===== src/rtl/ifetch_queue.sv =====
// Instruction fetch queue: credit-limited reads into a pipelined instruction memory,
// returns buffered in a circular queue and delivered to the next stage under backpressure.
package ifetch_pkg;
  typedef struct packed {
    logic        v;
    logic [31:0] data;
  } instr_t;
endpackage

module ifetch_queue
  import ifetch_pkg::*;
#(
  parameter int DEPTH   = 4,
  parameter int MEM_LAT = 1
) (
  input  logic                       clock,
  input  logic                       reset,
  input  logic                       I_Req,
  input  logic                       I_Term,
  input  logic                       I_Flush,
  input  logic                       I_Empty,
  input  instr_t                     I_Instr,
  input  logic                       I_Stall,
  output logic                       O_Re_Instr,
  output logic                       O_Req,
  output instr_t                     O_Instr,
  output logic [$clog2(DEPTH+1)-1:0] O_Count,
  output logic                       O_Full,
  output logic                       O_Busy
);
  localparam int CW = $clog2(DEPTH + 1);
  localparam int PW = $clog2(DEPTH);

  typedef enum logic [1:0] {IDLE = 2'd0, FETCH = 2'd1, DRAIN = 2'd2} state_t;

  state_t               state_q, state_d;
  logic [PW-1:0]        rd_ptr_q, rd_ptr_d, wr_ptr_q, wr_ptr_d;
  logic [CW-1:0]        count_q, count_d;
  logic [MEM_LAT-1:0]   infl_q, infl_d, disc_q, disc_d;
  instr_t               mem_q [DEPTH];
  instr_t               mem_d [DEPTH];
  instr_t               last_q, last_d;

  logic [CW+1:0]        infl_cnt_s;
  logic                 credit_s, re_s, push_s, pop_s, ret_s;

  // Credit check counts discarded slots too, since they still occupy the memory pipe.
  always_comb begin
    infl_cnt_s = '0;
    for (int i = 0; i < MEM_LAT; i++) begin
      infl_cnt_s = infl_cnt_s + (CW+2)'(infl_q[i]);
    end
    credit_s = (({2'b00, count_q} + infl_cnt_s) < (CW+2)'(DEPTH));
    re_s     = (state_q == FETCH) && !I_Empty && !I_Term && !I_Flush && credit_s;
    ret_s    = infl_q[MEM_LAT-1] && !disc_q[MEM_LAT-1];
    push_s   = ret_s && I_Instr.v && !I_Flush;
    pop_s    = (count_q != '0) && !I_Stall && !I_Flush;
  end

  // Next-state computation for the FSM, queue and in-flight tracking.
  always_comb begin
    state_d  = state_q;
    rd_ptr_d = rd_ptr_q;
    wr_ptr_d = wr_ptr_q;
    count_d  = count_q;
    mem_d    = mem_q;
    last_d   = last_q;
    infl_d   = '0;
    disc_d   = '0;

    infl_d[0] = re_s;
    disc_d[0] = 1'b0;
    for (int i = 1; i < MEM_LAT; i++) begin
      infl_d[i] = infl_q[i-1];
      disc_d[i] = disc_q[i-1] || I_Flush;
    end

    if (I_Flush) begin
      rd_ptr_d = '0;
      wr_ptr_d = '0;
      count_d  = '0;
    end else begin
      if (push_s) begin
        mem_d[wr_ptr_q] = I_Instr;
        wr_ptr_d        = wr_ptr_q + PW'(1);
      end else begin
        wr_ptr_d = wr_ptr_q;
      end
      if (pop_s) begin
        rd_ptr_d = rd_ptr_q + PW'(1);
      end else begin
        rd_ptr_d = rd_ptr_q;
      end
      case ({push_s, pop_s})
        2'b10:   count_d = count_q + CW'(1);
        2'b01:   count_d = count_q - CW'(1);
        default: count_d = count_q;
      endcase
    end

    // Remember the departing head so O_Instr stays defined once the queue empties.
    if ((pop_s || I_Flush) && (count_q != '0)) begin
      last_d = mem_q[rd_ptr_q];
    end else begin
      last_d = last_q;
    end

    case (state_q)
      IDLE: begin
        if (I_Req && !I_Term) state_d = FETCH;
        else                  state_d = IDLE;
      end
      FETCH: begin
        if (I_Term) state_d = DRAIN;
        else        state_d = FETCH;
      end
      DRAIN: begin
        if (I_Flush || ((count_q == '0) && (infl_cnt_s == '0))) state_d = IDLE;
        else                                                     state_d = DRAIN;
      end
      default: state_d = IDLE;
    endcase
  end

  // State registers; reset drops every in-flight read so stale returns are ignored.
  always_ff @(posedge clock or negedge reset) begin
    if (!reset) begin
      state_q  <= IDLE;
      rd_ptr_q <= '0;
      wr_ptr_q <= '0;
      count_q  <= '0;
      infl_q   <= '0;
      disc_q   <= '0;
      last_q   <= '0;
      mem_q    <= '{default: '0};
    end else begin
      state_q  <= state_d;
      rd_ptr_q <= rd_ptr_d;
      wr_ptr_q <= wr_ptr_d;
      count_q  <= count_d;
      infl_q   <= infl_d;
      disc_q   <= disc_d;
      last_q   <= last_d;
      mem_q    <= mem_d;
    end
  end

  assign O_Re_Instr = re_s;
  assign O_Req      = (count_q != '0);
  assign O_Instr    = (count_q != '0) ? mem_q[rd_ptr_q] : last_q;
  assign O_Count    = count_q;
  assign O_Full     = (count_q == CW'(DEPTH));
  assign O_Busy     = (state_q != IDLE);

endmodule


===== config.mk =====
export PLATFORM = sky130hd
export DESIGN_NAME = ifetch_queue
export DESIGN_NICKNAME = d
export VERILOG_FILES = /design/src/rtl/ifetch_queue.sv
export SDC_FILE = /design/constraint.sdc
export NUM_CORES = 1
export LEC_CHECK = 0
export ABC_AREA = 1
export CORE_UTILIZATION = 57
export DETAILED_ROUTE_END_ITERATION = 6
export PLACE_DENSITY = 0.88
export SLEW_MARGIN = 25
export SYNTH_ARGS = -nofsm -noshare
export SYNTH_HDL_FRONTEND = slang
export SYNTH_SLANG_ARGS = --single-unit

===== constraint.sdc =====
create_clock -name clock -period 2.4 [get_ports clock]
set_input_delay 0.36 -clock clock [delete_from_list [all_inputs] [get_ports clock]]
set_output_delay 0.36 -clock clock [all_outputs]
set_load 0.01 [all_outputs]

==> reports/metrics.yaml, run 1 <==
critical_path:
  crit_path_start_kind: "flop"
  cp_cell_sequence: "clkinv_4, buf_4, clkbuf_16, a21oi_1, o21ai_1, a31oi_1, clkbuf_2"
  max_stage_delay_ps: 450
  rrSetupSlack_ps: 430
  crit_start: "rd_ptr_q[0]"
  cp_top_family: "buffers and inverters"
  rr_endpoint: "O_Count[2]"
  r2r-start: "O_Count[0]"
  crit_arrival_ps: 2060
  reg2regPathDepth: 12
  end_kind: "output pin"
  crit_fanout: 15
  crit_buf_inv: 4
  slowest_stage: "dfrtp_2"
  crit_end: "O_Instr[32]"
  crit_cells: 7
  worstSetupPathType: "flop to output pin"
  cp_data_required_time_ps: 2040
sta:
  rsz0062_at_grt: "yes"
  fmax_ghz: 0.414
  maxSlewHeadroom_pct: 52.8
  finClkSkew_ps: 7.54
  period_needed_ps: 2420
  report.final.hold_viol_count: 0
  worstMarginPinSlew_ps: 707
  setup_viol: 1
  hold-worst-slack_ps: 473
  period_share_pct: 101
  maxSlewViolCount: 0
  setup_slack_ps: -15.6
die:
  io_pins: 80
  row_count: 43
  chipHeight_um: 122
  die_area_um2: 14800
  initial_core_util_pct: 58.5
  die_x_um: 122
  core-area_um2: 13900
cts:
  numCtsBuffers: 17
  cts_root_buf: "clkbuf_16"
  path_clk_slew_ps: 70
  htreeDepth: 4
  cts.sinks: 175
  cts_tree: "yes"
  clk_path_buf_depth: 2
  clk_latency_ps: 430
final_layout:
  drive_gt1_share_pct: 13.4
  layout_common_cells: "nand2_1, dfrtp_1, o21ai_0, o21ai_1, nor2_1"
  layout_commonest_cell: "nand2_1"
  design_area_um2: 9960
  nNetsFinal: 1085
  syn_to_final_growth_pct: 22.3
  n_antenna_cell: 0
  final_cells: 1233
power:
  p_total_mw: 10.7
  powerDensity_nw_per_um2: 1080
  p_comb_share_pct: 39.2
  p_leak_nw: 5.12
  share_seq_of_total_power_pct: 32.5
  clock_power_share_pct: 28.3
  ir_drop_mv: 0.633
  p_sw_share_pct: 36.6
  p_sw_mw: 3.94
  p_int_mw: 6.81
yosys:
  yosysSeqAreaShare_pct: 53.7
  postSynthAreaPerCell_um2: 8.44
  syn_nets: 1010
  yosys.cell_types.count: 24
  netlist_area_um2: 8150
  postSynthCellCount: 965
  yosysWarnings: 0
  synth-seq-cells: 175
route:
  dr_wl_met3_um: 1930
  avgViaCountPerCell: 5.81
  wirelength_met1_um: 8590
  post_drt_wl_per_cell_um: 17.6
  wl_met2_um: 10600
  drt-pass1-iter-count: 7
  ant_nets: 0
  drt_wl_total_um: 21700
  num_vias: 7159
  drt_iter0_markers: 839
  top_layer_used: "met4"
  drc_errors: 7
run_status:
  status: "complete, but fails checks"
  failed_checks: "design-rule violations, negative setup slack"
placed_design:
  dp.cells: 1190
  place_area_um2: 9040
  place_hpwl_um: 11500
  place_congestion: 0.860
  post-place-ws_ps: 154
  io_buffers: 79
grt:
  grt_usage_pct: 29.4
  grt_pass1_wl_um: 33400
  grt_pass1_vias: 6777
  globalRouteOverflowTotal: 0
  grt_max_degree: 66
  grt_antenna_before_repair: 0
worst_hold_path:
  worstHoldPathType: "flop to flop"
  hp-start: "state_q[1]"
job:
  maxCapViolCount: 0
-- timing repair --
item / in CTS / in global routing
endpoints found under the setup margin: 33 / 10
resized for setup: 38 / 34
gates cloned: 1 / 3
hold endpoints to repair: 62 / 0
pin swaps: 2 / 6
buffers inserted: 0 / 6
hold buffers: 1 / 0
-- logic make-up (layout without fill, tap and decap cells) --
logic type	count (synthesis)	after routing	share of synthesized area, %
compound gates	237	237	17.0
xor+xnor	1	1	0.108
fa+ha+maj	5	5	0.860
buf+inv	114	202	7.92
flops	175	175	53.7
simple gates	433	433	20.4
-- cells in the mapped netlist, drive strengths merged --
library cell	count	area [um2]
nor2	69	259
a21oi	5	25.0
nand2	350	1330
nor3	3	15.0
o21ai	199	1150
nand3	9	50.1
a31oi	1	6.26
xnor2	1	8.76
ha	4	50.1
inv	53	199
nor4	1	6.26
dfrtp	175	4380
clkbuf	19	71.3
buf	42	375
or2	1	6.26
fa	1	20.0
o22ai	32	200
-- registers in the layout (all words and copies together) (netlist names) --
signal    flops
O_Count       3
rd_ptr_q      2
infl_q        1
last_q       33
wr_ptr_q      2
mem_q       132
state_q       2
-- worst min path at each step --
| stage | endpoint | cells past startpoint |
|---|---|---|
| after CTS | mem_q[98] | 2 |
| after floorplan | O_Count[0] | 0 |
| final | state_q[0] | 1 |
| after global routing | last_q[29] | 2 |
| after global placement | last_q[25] | 1 |
| after detailed placement | last_q[25] | 1 |
-- metrics by stage --
| step | setup TNS [ps] | util [%] |
|---|---|---|
| 3_3_place_gp | 0 | 64.9 |
| 4_1_cts | -695 | 70.0 |
| 5_1_grt | -126 | 71.5 |
| 2_1_floorplan | 0 | - |
| 3_5_place_dp | 0 | 64.9 |
| 6_report | -15.6 | 71.5 |
-- power by group through the flow --
stage               Sequential (mW)  Clock (mW)  Combinational, mW
global placement               3.51           0               3.90
global route                   3.53        3.17               4.60
finish                         3.50        3.04               4.21
CTS                            3.48        3.03               3.93
detailed placement             3.52           0               3.98
floorplan                      3.52           0               2.23
-- per-layer routing --
metal | vias to the layer above | global-route usage, %
met1 | 3393 | 40.1
met5 | - | 0
met3 | 66 | 5.90
li1 | 3263 | -
met4 | 0 | 12.7
met2 | 437 | 46.0
-- area by class of cell --
type | count | area, um2
multi-input cells | 676 | 3220
clock inverters | 14 | 214
well taps | 180 | 225
inverters | 53 | 204
clock buffers | 18 | 439
flip-flops and latches | 175 | 4380
repair buffers | 117 | 1280
fillers | 916 | 3970
(Power assumes the default switching activity.)
==> run 2: changes to the inputs <==
- PLACE_DENSITY: 0.88 -> 0.84
- clock period: 2.4 -> 2.5 ns (I/O delays scaled with it)
==> reports/metrics.yaml, run 2 (synthesized netlist as in run 1, its figures left out) <==
run_status:
  status: "completed"  # was complete, but fails checks
final_layout:
  drive_gt1_share_pct: 13.2  # was 13.4%
  syn_to_final_growth_pct: 22.1  # was 22.3%
  regMostFlops: "mem_q"  # unchanged
  layout_commonest_cell: "nand2_1"  # unchanged
  layout_common_cells: "nand2_1, dfrtp_1, o21ai_0, nor2_1, o21ai_1"  # was nand2_1, dfrtp_1, o21ai_0, o21ai_1, nor2_1
  nNetsFinal: 1087  # was 1085
  utilization_pct: 71.4  # was 71.5%
  n_antenna_cell: 0  # unchanged
  largest_reg_flops: 132  # unchanged
  n_fill_cell: 1035  # was 916
die:
  row_count: 43  # unchanged
  die_x_um: 122  # unchanged
  chipHeight_um: 122  # unchanged
  die_area_um2: 14800  # unchanged
  core-area_um2: 13900  # unchanged
  io_pins: 80  # unchanged
  initial_core_util_pct: 58.5  # unchanged
critical_path:
  end_kind: "output pin"  # unchanged
  cp_data_required_time_ps: 2120  # was 2040 ps
  crit_arrival_ps: 1990  # was 2060 ps
  worstSetupPathType: "flop to output pin"  # unchanged
  crit_path_start_kind: "flop"  # unchanged
  crit_fanout: 21  # was 15
placed_design:
  io_buffers: 79  # unchanged
  place_hpwl_um: 11500  # about the same
  place_congestion: 0.816  # was 0.860
sta:
  period_needed_ps: 2370
  period_share_pct: 94.8
  finalSetupTns_ps: 0  # was -15.6 ps
  setup_viol: 0  # was 1
  report.final.hold_viol_count: 0  # unchanged
  maxSlewViolCount: 0  # unchanged
  rsz0062_at_grt: "no"  # was yes
  fmax_ghz: 0.422
  maxSlewHeadroom_pct: 54.9  # was 52.8%
  hold-worst-slack_ps: 457  # was 473 ps
  worstMarginPinSlew_ps: 676  # was 707 ps
  finClkSkew_ps: 12.0  # was 7.54 ps
grt:
  grt_max_degree: 72  # was 66
  globalRouteOverflowTotal: 0  # unchanged
  grt_pass1_vias: 6529  # was 6777
  grt_antenna_before_repair: 0  # unchanged
  grt_pass1_wl_um: 32000  # was 33400 um
  grt_usage_pct: 28.3  # was 29.4%
worst_hold_path:
  worstHoldPathType: "flop to flop"  # unchanged
power:
  ir_drop_mv: 0.607  # was 0.633 mV
  p_leak_nw: 5.23  # was 5.12 nW
  p_total_mw: 10.2  # was 10.7 mW
  powerDensity_nw_per_um2: 1030  # was 1080 nW/um2
route:
  drt-pass1-iter-count: 6  # was 7
  drc_errors: 0  # was 7
  num_vias: 6902  # was 7159
  ant_nets: 0  # unchanged
  avgViaCountPerCell: 5.59  # was 5.81
  drt_wl_total_um: 19900  # was 21700 um
  drt_iter0_markers: 614  # was 839
  post_drt_wl_per_cell_um: 16.1  # was 17.6 um
cts:
  cts.sinks: 175  # unchanged
  htreeDepth: 4  # unchanged
  clk_path_buf_depth: 2  # unchanged
  cts_root_buf: "clkbuf_16"  # unchanged
  path_clk_slew_ps: 60  # was 70 ps
  cts_tree: "yes"  # unchanged
  numCtsBuffers: 17  # unchanged
  clk_latency_ps: 430  # about the same
job:
  maxCapViolCount: 0  # unchanged
run 2: changes by cell type in the layout (fill, tap and decap cells not counted), moves of 3 or more:
cell,change
dlymetal6s2s_1,+11
dlygate4sd2_1,-10
o21ai_0,+8
o21ai_1,-8
buf_4,+5
clkbuf_1,+5
clkinvlp_4,-3
run 2: worst max-delay path, cell delays in order (launching register included):
cell and delay (ps):
dfrtp_2 460, buf_4 170, clkbuf_16 180, o21ai_0 100, o22ai_1 260, nand2_1 80
nand2_1 60, dlygate4sd2_1 260
run 2: layer usage:
layer	GRT usage, %	routed length, um	vias to the layer above
met1	37.3	8470	3308
met3	6.04	1240	49
met4	14.1	649	0
met2	44.6	9540	273
met5	0	0	-
li1	-	-	3272
run 2: timing repair:
action | in CTS | in global routing
hold buffers | 1 | 0
endpoints found under the setup margin | 33 | 19
pin swaps | 3 | 4
buffers inserted | 7 | 1
gates resized for setup | 33 | 31
gates cloned | 1 | 1
endpoints found under the hold margin | 55 | 0
run 2: final timing paths:
| kind | cells after the start | to | start | slack, ps |
|---|---|---|---|---|
| max reg2reg | 12 | O_Count[2] | O_Count[1] | 570 |
| min in group asynchronous | 2 | last_q[24] | reset | 520 |
| max in group asynchronous | 3 | mem_q[116] | reset | 1200 |
| max | 7 | O_Instr[6] | rd_ptr_q[0] | 130 |
| min reg2reg | 2 | mem_q[65] | mem_q[65] | 460 |
| min | 2 | mem_q[65] | mem_q[65] | 460 |
run 2: through the flow:
step	instance area (um2)	setup WS, ps	instances
after floorplan	8150	605	965
after global placement	9040	211	1192
after detailed placement	9040	173	1192
after CTS	9810	-44.6	1232
after global routing	9950	18.3	1234
final	9950	130	1234
run 2: cell type report:
cell class                      count  area [um2]  area share, %
Sequential cell                   175        4380           44.1
Multi-Input combinational cell    676        3220           32.3
Timing Repair Buffer              119        1300           13.1
Clock buffer                       25         485           4.88
Tap cell                          180         225           2.26
Inverter                           53         206           2.07
Clock inverter                      6         130           1.31
run 2: power by group:
group	internal (mW)	switching (mW)	total (mW)
Clock	1.74	1.04	2.78
Sequential	3.17	0.188	3.35
Combinational	1.71	2.39	4.10
==> run 3: changes to the inputs <==
- CORE_ASPECT_RATIO: not set -> 1.2
- clock period: 2.5 -> 2.4 ns (I/O delays scaled with it)
==> reports/metrics.yaml, run 3 (synthesized netlist as in run 1, its figures left out) <==
grt:
  grt_pass1_wl_um: 32600  # was 32000 um
  grt_max_degree: 56  # was 72
  grt_usage_pct: 28.0  # was 28.3%
  grt_antenna_before_repair: 0  # unchanged
  grt_pass1_vias: 6683  # was 6529
  globalRouteOverflowTotal: 0  # unchanged
die:
  initial_core_util_pct: 58.7  # was 58.5%
  chipHeight_um: 133  # was 122 um
  io_pins: 80  # unchanged
  row_count: 47  # was 43
  core-area_um2: 13900  # about the same
  die_x_um: 111  # was 122 um
  die_area_um2: 14800  # about the same
power:
  p_int_mw: 6.78  # was 6.62 mW
  powerDensity_nw_per_um2: 1050  # was 1030 nW/um2
  ir_drop_mv: 0.562  # was 0.607 mV
  p_comb_share_pct: 40.7  # was 40.1%
  p_sw_mw: 3.78  # was 3.62 mW
  share_seq_of_total_power_pct: 33.0  # was 32.7%
  p_sw_share_pct: 35.8  # was 35.3%
  p_leak_nw: 5.26  # was 5.23 nW
  clock_power_share_pct: 26.3  # was 27.2%
final_layout:
  layout_common_cells: "nand2_1, dfrtp_1, o21ai_0, o21ai_1, nor2_1"  # was nand2_1, dfrtp_1, o21ai_0, nor2_1, o21ai_1
  utilization_pct: 72.3  # was 71.4%
  design_area_um2: 10000  # was 9950 um2
  nNetsFinal: 1093  # was 1087
  largest_reg_flops: 132  # unchanged
  drive_gt1_share_pct: 14.9  # was 13.2%
  n_antenna_cell: 0  # unchanged
  layout_commonest_cell: "nand2_1"  # unchanged
  syn_to_final_growth_pct: 23.2  # was 22.1%
  regMostFlops: "mem_q"  # unchanged
placed_design:
  place_hpwl_um: 11600  # was 11500 um
  place_area_um2: 9070  # was 9040 um2
  place_congestion: 0.839  # was 0.816
  io_buffers: 79  # unchanged
critical_path:
  cp_data_required_time_ps: 2040  # was 2120 ps
  slowest_stage: "clkdlybuf4s50_1"  # was dfrtp_2
  worstSetupPathType: "flop to output pin"  # unchanged
  cp_cell_sequence: "inv_2, buf_12, o21ai_1, o22ai_1, nand2_1, nand2_1, clkdlybuf4s50_1"  # was buf_4, clkbuf_16, o21ai_0, o22ai_1, nand2_1, nand2_1, dlygate4sd2_1
  crit_path_start_kind: "flop"  # unchanged
  end_kind: "output pin"  # unchanged
  max_stage_delay_ps: 540  # was 460 ps
  cpMostUsedCell: "nand2_1"  # unchanged
  crit_fanout: 18  # was 21
  crit_arrival_ps: 2160  # was 1990 ps
sta:
  maxSlewHeadroom_pct: 51.5  # was 54.9%
  maxSlewViolCount: 0  # unchanged
  period_needed_ps: 2520
  worstMarginPinSlew_ps: 726  # was 676 ps
  setup_viol: 1  # was 0
  report.final.hold_viol_count: 0  # unchanged
  setup_slack_ps: -116  # was 130 ps
  period_share_pct: 105
  fmax_ghz: 0.397
  finClkSkew_ps: 5.89  # was 12.0 ps
  hold-worst-slack_ps: 452  # was 457 ps
  rsz0062_at_grt: "yes"  # was no
cts:
  cts_root_buf: "clkbuf_16"  # unchanged
  clk_latency_ps: 430  # about the same
  htreeDepth: 4  # unchanged
  cts_tree: "yes"  # unchanged
  numCtsBuffers: 17  # unchanged
  path_clk_slew_ps: 60  # about the same
  clk_path_buf_depth: 2  # unchanged
  cts.sinks: 175  # unchanged
route:
  drt_wl_total_um: 19900  # about the same
  ant_nets: 0  # unchanged
  drt_iter0_markers: 441  # was 614
  num_vias: 6914  # was 6902
  avgViaCountPerCell: 5.62  # was 5.59
  post_drt_wl_per_cell_um: 16.2  # was 16.1 um
  drc_errors: 10  # was 0
  drt-pass1-iter-count: 7  # was 6
worst_hold_path:
  worstHoldPathType: "input pin to asynchronous set/reset pin"  # was flop to flop
run_status:
  status: "complete, but fails checks"  # was completed
  failed_checks: "design-rule violations, negative setup slack"
job:
  maxCapViolCount: 0  # unchanged
==> run 3: changes by cell type in the layout (fill, tap and decap cells not counted), moves of 3 or more <==
cell           before  now
o21ai_4             0    3
o22ai_1            20   16
o21ai_0            89   86
o22ai_2            12   16
dlygate4sd2_1      15    8
clkbuf_2            0    3
==> run 3: final cells by class <==
class	count	area, um2
timing repair buffer	125	1360
inverter	53	204
clock inverter	6	108
clock buffer	24	482
multi-input combinational	676	3290
tap	171	214
sequential	175	4380
fill	990	3840
==> run 3: repair_timing <==
action                                  CTS  global route
endpoints found under the setup margin   33            31
hold buffers                              1             0
setup buffers                             6             6
gates cloned                              2             0
gates resized for setup                  31            64
hold endpoints to repair                 52             0
pin swaps                                 7            14
==> run 3: final timing paths <==
| kind | cells after the start | endpoint | from | slack [ps] |
|---|---|---|---|---|
| max | 7 | O_Instr[21] | rd_ptr_q[1] | -120 |
| min | 2 | last_q[15] | reset | 450 |
| max reg2reg | 12 | O_Count[2] | O_Count[0] | 500 |
| min reg2reg | 1 | state_q[0] | state_q[1] | 450 |
| max in group asynchronous | 3 | mem_q[54] | reset | 1140 |
| min in group clock | 1 | state_q[0] | state_q[1] | 450 |
==> run 3: through the flow <==
step                TNS [ps]  std cells  setup slack (ps)  total power [mW]
floorplan                  0        965               505              5.75
global placement           0       1186               202              7.41
detailed placement         0       1186               186              7.50
CTS                    -2110       1225              -150              10.4
global route            -161       1230              -161              11.1
finish                  -116       1230              -116              10.6
==> run 3: layer usage <==
metal,part of all wire (%),vias to the layer above,global-route usage (%)
met1,41,3325,36.4
li1,-,3286,-
met3,5.2,49,4.67
met4,2.8,0,11.9
met5,0,-,0
met2,51,254,46.9
==> run 3: power by group through the flow <==
stage	combinational, mW	clock [mW]	sequential, mW
floorplan	2.23	0	3.52
global placement	3.90	0	3.51
detailed placement	3.97	0	3.53
CTS	4.15	2.79	3.48
global route	4.68	2.94	3.53
finish	4.30	2.78	3.49
==> run 3: worst max-delay path, delay by kind of cell (launching register included) <==
kind	cells	cell delay (ps)
and+or+nand+nor	2	180
AOI/OAI and AO/OA	2	260
buffers and inverters	3	840
DFF	1	440
==> patch (config.mk and constraints of run 3) <==
Set the parameter `DEPTH` to 8 (it was 4).
--- a/src/rtl/ifetch_queue.sv
+++ b/src/rtl/ifetch_queue.sv
@@ -12,3 +12,3 @@
 #(
-  parameter int DEPTH   = 4,
+  parameter int DEPTH   = 8,
   parameter int MEM_LAT = 1
Interface: changed (resized O_Count); port bits go from 80 to 81. No check against the original RTL was run, so the function may have changed too.
==> patch against run 3 <==
  * The run ends with negative setup slack left
  * Maximum frequency shrank 15%
  * Routed wire length grew 110%
  * Die area grew 66%
  * Total power grew 69%
  * Setup slack lost 460 ps
  * Final area grew 70%
  * Sequential cell count grew 135
  * Sequential share of layout area grew 1.9 points
  * Combinational power grew 66%
  * Register-to-register slack lost 730 ps
  * Area after synthesis grew 67%
  * Largest power group unchanged
==> patch: results (changes against run 3) <==
logic_synthesis:
  syn_std_cell_area_mm2: 0.0136  # was 0.00815 mm2
  post_synth_num_cell_types: 28  # was 24
  synth-compound-area-share_pct: 22.1  # was 17.0%
  synthesized_net_count: 1625  # was 1010
  yosys-top-cells-count: "365 x o21ai_0, 356 x nand2_1, 310 x dfrtp_1"  # was 345 x nand2_1, 175 x dfrtp_1, 89 x o21ai_0
timing:
  clock-skew-final_ps: 11.3  # was 5.89 ps
  tightest_slew_ps: 702  # was 726 ps
  timing.final.ws_setup_ps: -572  # was -116 ps
  setup_viol_count_final: 34  # was 1
power:
  p_leak_uw: 0.00769  # was 0.00526 uW
  power.switching_fraction_pct: 35.9  # was 35.8%
setup_path:
  crit_arrival_ps: 2610  # was 2160 ps
  worst_r2r_path_depth: 16  # was 12
  crit_path_top_delay_cell: "dfrtp_4"  # was clkdlybuf4s50_1
placement:
  gp_congestion: 0.792  # was 0.839
  preCtsSetupSlack_ps: -11.6  # was 186 ps
  hpwl_um: 20600  # was 11600 um
  numPortBuffers: 80  # was 79
global_route:
  via_count_of_the_first_global_routing_pass: 12514  # was 6683
  grt_usage_pct: 33.3  # was 28.0%
  first_pass_grt_wire_length_um: 63200  # was 32600 um
status:
  status: "complete, but fails checks"  # unchanged
  violated_checks: "negative setup slack"  # was design-rule violations, negative setup slack
drt:
  finalWirelength_um: 42200  # was 19900 um
  drt_first_iter_violations: 1708  # was 441
  drt_pass1_iterations: 6  # was 7
layout:
  post_route_cells_drive_above_1_share_pct: 17.7  # was 14.9%
  fillerInstances: 1480  # was 990
clock_network:
  insertion_delay_ps: 570  # was 430 ps
[patch: cell types whose count changed in the layout (fill, tap and decap cells not counted), sizes merged, moves of 4 or more]
cell / delta
o21ai: +298
inv: +9
clkbuf: +22
dlygate4sd2: -7
o221ai: +32
clkdlybuf4s15: +4
dlymetal6s2s: -19
buf: +67
nor2: +70
nand4: +4
nand2: +8
dfrtp: +135
[patch: power by group through the flow]
stage | Combinational (uW) | Sequential, uW | Clock (uW)
finish | 7130 | 5840 | 4890
global route | 7610 | 5870 | 5080
CTS | 6060 | 5820 | 4850
detailed placement | 5180 | 5880 | 0
global placement | 5060 | 5860 | 0
floorplan | 2980 | 5840 | 0
[patch: through the flow]
| step | cells | utilization (%) | hold WS (ps) | power (uW) | setup TNS (ps) |
|---|---|---|---|---|---|
| 4_1_cts | 1984 | 70.7 | 344 | 16700 | -6240 |
| 2_1_floorplan | 1581 | - | 64.4 | 8820 | 0 |
| 3_5_place_dp | 1901 | 63.9 | 333 | 11100 | -21.7 |
| 3_3_place_gp | 1901 | 63.9 | 332 | 10900 | 0 |
| 6_report | 2001 | 73.2 | 336 | 17900 | -6980 |
| 5_1_grt | 2001 | 73.2 | 375 | 18600 | -8890 |
[patch: kinds of logic (layout without fill, tap and decap cells)]
group	count (synthesis)	count (layout)
AOI/OAI and AO/OA	569	569
and+or+nand+nor	515	515
DFF	310	310
buffers and inverters	181	286
adders and majority gates	4	4
xor gates and xnor gates	2	2
[patch: final cells by class]
cell class | instances | area [um2] | share of cell area (%)
flip-flops and latches | 310 | 7760 | 45.6
multi-input cells | 1090 | 5620 | 33.0
repair buffers | 171 | 2010 | 11.8
clock buffers | 45 | 878 | 5.16
well taps | 315 | 394 | 2.31
inverters | 62 | 248 | 1.45
clock inverters | 8 | 125 | 0.735
[patch: routing by layer]
layer  vias to the layer above  GRT usage, %  wire, um
met5                         -             0         0
met4                         0          17.7      2440
met3                       227          5.54      4050
met2                       857          56.9     20700
met1                      6113          40.4     15100
li1                       5521             -         -
[patch: timing repair]
action | in CTS | in global routing
endpoints found under the hold margin | 52 | 0
resized for setup | 236 | 146
setup endpoints to repair | 34 | 34
pin swaps | 31 | 47
buffers inserted | 18 | 12
cloned | 11 | 6
hold buffers | 1 | 0
[patch: path summary, 6_finish.rpt]
kind / from / to
min: reset / mem_q[71]$_DFFE_PN0P_
min in group clock: I_Req / state_q[0]$_DFF_PN0_
max reg2reg: rd_ptr_q[0]$_DFFE_PN0P_ / last_q[30]$_DFFE_PN0P_
max: rd_ptr_q[0]$_DFFE_PN0P_ / O_Instr[20]
max in group asynchronous: reset / last_q[14]$_DFFE_PN0P_
min reg2reg: mem_q[263]$_DFFE_PN0P_ / mem_q[263]$_DFFE_PN0P_
